## config.mk

```make
export PLATFORM = sky130hd
export DESIGN_NAME = sync_counter_bank
export DESIGN_NICKNAME = d
export VERILOG_FILES = /design/src/rtl/internal_pkg.sv /design/src/rtl/sync_counter_ch.sv /design/src/rtl/sync_counter_bank.sv
export SDC_FILE = /design/constraint.sdc
export NUM_CORES = 2
export LEC_CHECK = 0
export CAP_MARGIN = 30
export CORE_MARGIN = 1.5
export CORE_UTILIZATION = 30
export CTS_CLUSTER_DIAMETER = 40
export CTS_CLUSTER_SIZE = 28
export DETAILED_ROUTE_END_ITERATION = 10
export MAX_ROUTING_LAYER = met4
export SLEW_MARGIN = 10
export SYNTH_ARGS = -nofsm -noshare
export SYNTH_HDL_FRONTEND = slang
export SYNTH_SLANG_ARGS = --single-unit
export TNS_END_PERCENT = 5
```

## constraint.sdc

```tcl
create_clock -name clk -period 5.47 [get_ports clk]
set_clock_uncertainty 0.2 [all_clocks]
set_input_delay 1.3675 -clock clk [delete_from_list [all_inputs] [get_ports clk]]
set_output_delay 1.3675 -clock clk [all_outputs]
set_load 0.02 [all_outputs]
```

## src/rtl/internal_pkg.sv

```systemverilog
// rtl/internal_pkg.sv - internal CSR bus type and sync counter bank definitions
package internal_pkg;

  typedef struct packed {
    logic        valid;
    logic [31:0] addr;
    logic [63:0] data;
  } t_if_internal;

  localparam logic [1:0] SCB_REG_LOAD = 2'd0;
  localparam logic [1:0] SCB_REG_CTRL = 2'd1;
  localparam logic [1:0] SCB_REG_DEC  = 2'd2;
  localparam logic [1:0] SCB_REG_SUB  = 2'd3;

  typedef struct packed {
    logic pulse;
    logic sat;
  } t_scb_ctrl;

  typedef enum logic [2:0] {NOP, LOAD, CTRL, DEC, SUB} t_scb_op;

  function automatic t_scb_op scb_reg_to_op(input logic [1:0] r);
    case (r)
      SCB_REG_LOAD: return LOAD;
      SCB_REG_CTRL: return CTRL;
      SCB_REG_DEC:  return DEC;
      default:      return SUB;
    endcase
  endfunction

endpackage

```

## src/rtl/sync_counter_ch.sv

```systemverilog
// rtl/sync_counter_ch.sv - one down-counter channel with level/pulse sync flag
module sync_counter_ch
  import internal_pkg::*;
#(
  parameter int CNT_W = 64
) (
  input  logic             clk,
  input  logic             reset,
  input  t_scb_op          op,
  input  logic [CNT_W-1:0] operand,
  output logic             sync,
  output logic             is_zero
);

  logic [CNT_W-1:0] cnt;
  t_scb_ctrl        ctrl;
  logic             zero_q;

  assign is_zero = (cnt == '0);

  always_ff @(posedge clk) begin
    if (reset) begin
      cnt    <= '1;
      ctrl   <= '0;
      zero_q <= 1'b0;
      sync   <= 1'b0;
    end else begin
      // zero_q remembers the previous cycle's zero state so a pulse fires only on arrival
      zero_q <= is_zero;
      sync   <= ctrl.pulse ? (is_zero && !zero_q) : is_zero;
      case (op)
        LOAD: begin
          cnt    <= operand;
          zero_q <= 1'b0;
        end
        CTRL: begin
          ctrl.pulse <= operand[0];
          ctrl.sat   <= operand[1];
        end
        DEC: begin
          if (!(ctrl.sat && is_zero)) cnt <= cnt - 1'b1;
        end
        SUB: begin
          if (ctrl.sat && (operand > cnt)) cnt <= '0;
          else                             cnt <= cnt - operand;
        end
        default: ;
      endcase
    end
  end

endmodule

```

## src/rtl/sync_counter_bank.sv

```systemverilog
// rtl/sync_counter_bank.sv - CSR-driven bank of NUM_CH sync down-counters
module sync_counter_bank
  import internal_pkg::*;
#(
  parameter int NUM_CH    = 4,
  parameter int CNT_W     = 64,
  parameter int BASE_ADDR = 128
) (
  input  logic              clk,
  input  logic              reset,
  input  t_if_internal      pkt_in,
  output logic [NUM_CH-1:0] sync,
  output logic              sync_all
);

  logic [31:0]      off;
  logic             in_base;
  t_scb_op          op_d [NUM_CH];
  t_scb_op          op_q [NUM_CH];
  logic [CNT_W-1:0] operand_q;
  logic [NUM_CH-1:0] is_zero;

  assign off     = pkt_in.addr - 32'(BASE_ADDR);
  assign in_base = pkt_in.valid && (pkt_in.addr >= 32'(BASE_ADDR));

  // Offset 4*NUM_CH is the broadcast decrement; anything beyond is dropped
  always_comb begin
    for (int c = 0; c < NUM_CH; c++) begin
      op_d[c] = NOP;
      if (in_base) begin
        if (off == 32'(4 * NUM_CH))
          op_d[c] = DEC;
        else if ((off < 32'(4 * NUM_CH)) && ((off >> 2) == 32'(c)))
          op_d[c] = scb_reg_to_op(off[1:0]);
      end
    end
  end

  always_ff @(posedge clk) begin
    if (reset) begin
      for (int c = 0; c < NUM_CH; c++) op_q[c] <= NOP;
      operand_q <= '0;
    end else begin
      for (int c = 0; c < NUM_CH; c++) op_q[c] <= op_d[c];
      operand_q <= pkt_in.data[CNT_W-1:0];
    end
  end

  for (genvar c = 0; c < NUM_CH; c++) begin : g_ch
    sync_counter_ch #(.CNT_W(CNT_W)) u_ch (
      .clk     (clk),
      .reset   (reset),
      .op      (op_q[c]),
      .operand (operand_q),
      .sync    (sync[c]),
      .is_zero (is_zero[c])
    );
  end

  always_ff @(posedge clk) begin
    if (reset) sync_all <= 1'b0;
    else       sync_all <= &is_zero;
  end

endmodule

```

==> reports/metrics.csv <==
stage,metric,value,unit
global_route,antenna_found_initial,2,
timing,rsz0062_at_grt,no,
critical_path,worstSetupPathType,reg -> reg,
global_route,grt_pass1_wl,204,mm
timing,worstMarginPinSlew,1.01,ns
clock_network,clk_pin_slew,0.05,ns
critical_path,startpoint_type,flip-flop,
floorplanning,core,114000,um2
clock_network,cts_buffer_depth,3,
synth,synthXorXnorAreaFrac,0.0997,
timing,period_share,0.951,
detailed_routing,drt-met1-wl,60.3,mm
placement,placed_cells,6153,
placement,portBuffers,103,
detailed_routing,ant_nets,0,
power,cellPowerDensity,228,nW/um2
synth,yosysWarnings,0,
floorplanning,die_area,117000,um2
detailed_routing,met2WireLength,57.1,mm
clock_network,hold_buffers,0,
synth,synth-simple-area-share,0.234,
run,cap_viol_max_count,0,
detailed_routing,highest_layer,met4,
synth,synthArstFlopShare,0,
placement,dpl_cell_area,37400,um2
critical_path,cp_max_fo,6,
synth,synth.avg_cell_area,7.37,um2
synth,syn-cell-area,34400,um2
floorplanning,initial_core_util,0.302,
synth,netlist-cell-type-count,105,
synth,ys_seq_area_frac,0.203,
layout,post-route-cell-area,40300,um2
timing,hold_viol,0,
power,p_leak,13.9,nW
timing,max_slew_margin,0.310,
detailed_routing,wl_met3,12.2,mm
placement,dp_hpwl,105,mm
clock_network,cts_setup_buffers,0,
global_route,grt_start_max_net_pins,76,
timing,fin_ws,0.266,ns
detailed_routing,firstDrtPassIters,9,
critical_path,crit_family,simple AND/OR/NAND/NOR gates,
critical_path,critPathArrivalTime,5.53,ns
detailed_routing,vias,36791,
status,outcome,"finished, final reports clean",
placement,place_worst_setup_slack,0.359,ns
timing,tns,0,ns
global_route,overflow,0,
timing,slew_violations,0,
layout,drive_gt1_frac,0.0858,
layout,fillers,11957,
synth,synthFlopType,dfxtp_1,
critical_path,end_kind,flip-flop,
synth,synthCells,4671,
worst_hold_path,hp-class,reg -> reg,
detailed_routing,drt_iter0_drc,4207,
synth,synth_top_family_by_area,compound AO/OA/AOI/OAI gates,
power,ir_drop,194,uV
timing,max_freq,192,MHz
detailed_routing,drcViolationCount,0,
synth,synthMuxAreaShare,0.00233,
layout,mostFrequentLayoutCell,a21oi_1,
layout,final_util,0.353,
critical_path,crit_chain,inv_1 -> ha_1 -> and3_1 -> and2_1 -> nand4_1 -> or2_2 -> o21a_1 -> buf_4 -> or3_1 -> a31oi_1 -> a21boi_0 -> xnor2_1 -> a222oi_1 -> a21oi_1 -> or2_2,
floorplanning,rows,124,
timing,hold_ws,0.233,ns
placement,place_congestion,0.998,
critical_path,cpMostUsedCell,or2_2,
clock_network,root_buffer,clkbuf_16,
floorplanning,die_x,342,um
global_route,grt_pass1_vias,34383,
layout,final_cells,6304,
clock_network,cts_tree,yes,
synth,ys_ff_latch,349,
clock_network,h-tree-depth,3,
synth,synth_compound_area_frac,0.313,
clock_network,ctsResizeCount,0,
detailed_routing,wl_per_cell,21.4,um
critical_path,required,5.80,ns
synth,synthAdderAreaFrac,0.0983,
power,power,9.18,mW
layout,areaGrowthSynthToFinish,17.1,%
critical_path,path_buf_inv,2,
global_route,grt_usage,0.229,
timing,finalCriticalPeriod,5.20,ns
clock_network,cts_inserted_buffers,81,
clock_network,cts_sinks,349,
critical_path,critPathSlowestCell,dfxtp_1,
critical_path,slowest_delay,0.57,ns
synth,synth_edf_count,0,
floorplanning,io_pins,104,
layout,diodes,0,
floorplanning,fp.dieH,342,um
detailed_routing,routed_wl,135,mm
layout,most-common-layout-cells,"a21oi_1, nor2_1, nand2_1, dfxtp_1, o21ai_0",
layout,num-nets-final,5091,
detailed_routing,viasPerCell,5.84,
timing,finalSetupViolations,0,
synth,synth.net_count,5038,
clock_network,worstSkewPairLatency,0.67,ns
[metal layers]
metal,vias up,track usage
li1,17509,-
met1,17312,0.309
met2,1713,0.340
met3,257,0.0367
met4,0,0.0930
met5,-,-
[cells by family (layout without fill, tap and decap cells)]
logic type,Yosys count,after routing
AO/OA/AOI/OAI,1622,1622
AND/OR/NAND/NOR,1613,1613
buffers and inverters,419,540
XOR/XNOR,392,392
flip-flops,349,349
adder cells (fa/ha/maj),268,268
multiplexers,8,8
[cells in the mapped netlist (14+ instances only)]
library cell	count	share of area
o21ai_1	24	0.0035
nor2_1	430	0.047
a21o_1	179	0.039
nand4_1	78	0.014
xor2_1	197	0.050
nor3_1	152	0.022
buf_2	27	0.0039
a22oi_1	21	0.0046
a211oi_1	36	0.0079
o21a_1	34	0.0074
or2_1	14	0.0025
ha_1	264	0.096
a221oi_1	122	0.031
nor2b_1	99	0.018
xnor2_1	195	0.050
nand3_1	69	0.010
a31oi_1	56	0.010
o31ai_1	25	0.0055
and2_1	22	0.0040
nand2b_1	69	0.013
and3_1	28	0.0051
a222oi_1	65	0.019
o211ai_1	43	0.0094
or2_2	63	0.011
or4_1	25	0.0055
a21oi_1	491	0.071
nor4_1	52	0.0095
inv_1	146	0.016
o22ai_1	21	0.0038
or3_1	55	0.010
dfxtp_1	349	0.20
nand2_1	387	0.042
o21ai_0	278	0.040
o21bai_1	60	0.013
clkbuf_1	223	0.024
[final cells by class]
type,count,area [um2],area share
Timing Repair Buffer,242,2170,0.0539
Sequential cell,349,6990,0.173
Clock buffer,100,2200,0.0546
Inverter,147,552,0.0137
Clock inverter,51,702,0.0174
Tap cell,1512,1890,0.0469
Multi-Input combinational cell,3903,25800,0.640
[registers in the layout, summed over array words and instances (netlist names)]
| signal | flops |
|---|---|
| operand_q | 64 |
| g_ch.u_ch.sync | 4 |
| sync_all | 1 |
| g_ch.u_ch.zero_q | 4 |
| g_ch.u_ch.cnt | 256 |
| g_ch.u_ch.ctrl | 8 |
| op_q | 12 |
[final timing paths]
path	start	slack, ns	depth (start not counted)	endpoint
worst max register to register	operand_q[18]$_SDFF_PP0_	0.27	15	g_ch[3].u_ch.cnt[40]$_SDFFE_PP1P_
worst min register to register	g_ch[0].u_ch.zero_q$_SDFF_PP0_	0.23	1	g_ch[0].u_ch.sync$_SDFF_PP0_
worst min-delay path	g_ch[0].u_ch.zero_q$_SDFF_PP0_	0.23	1	g_ch[0].u_ch.sync$_SDFF_PP0_
worst max-delay path	operand_q[18]$_SDFF_PP0_	0.27	15	g_ch[3].u_ch.cnt[40]$_SDFFE_PP1P_
[where the power goes]
part	total, mW	leakage, nW	internal [mW]	switching (mW)
combinational	1.37	9.65	0.544	0.826
clock	5.20	1.40	3.35	1.84
sequential	2.61	2.84	2.57	0.0383
[worst register-to-register path, cell delays in order, from the launching register on]
cell and delay (ns):
dfxtp_1 0.57, inv_1 0.31, ha_1 0.47, and3_1 0.23, and2_1 0.20, nand4_1 0.18
or2_2 0.32, o21a_1 0.28, buf_4 0.22, or3_1 0.40, a31oi_1 0.49, a21boi_0 0.33
xnor2_1 0.20, a222oi_1 0.30, a21oi_1 0.10, or2_2 0.29
Note: power is estimated with default switching activity, not from simulation.
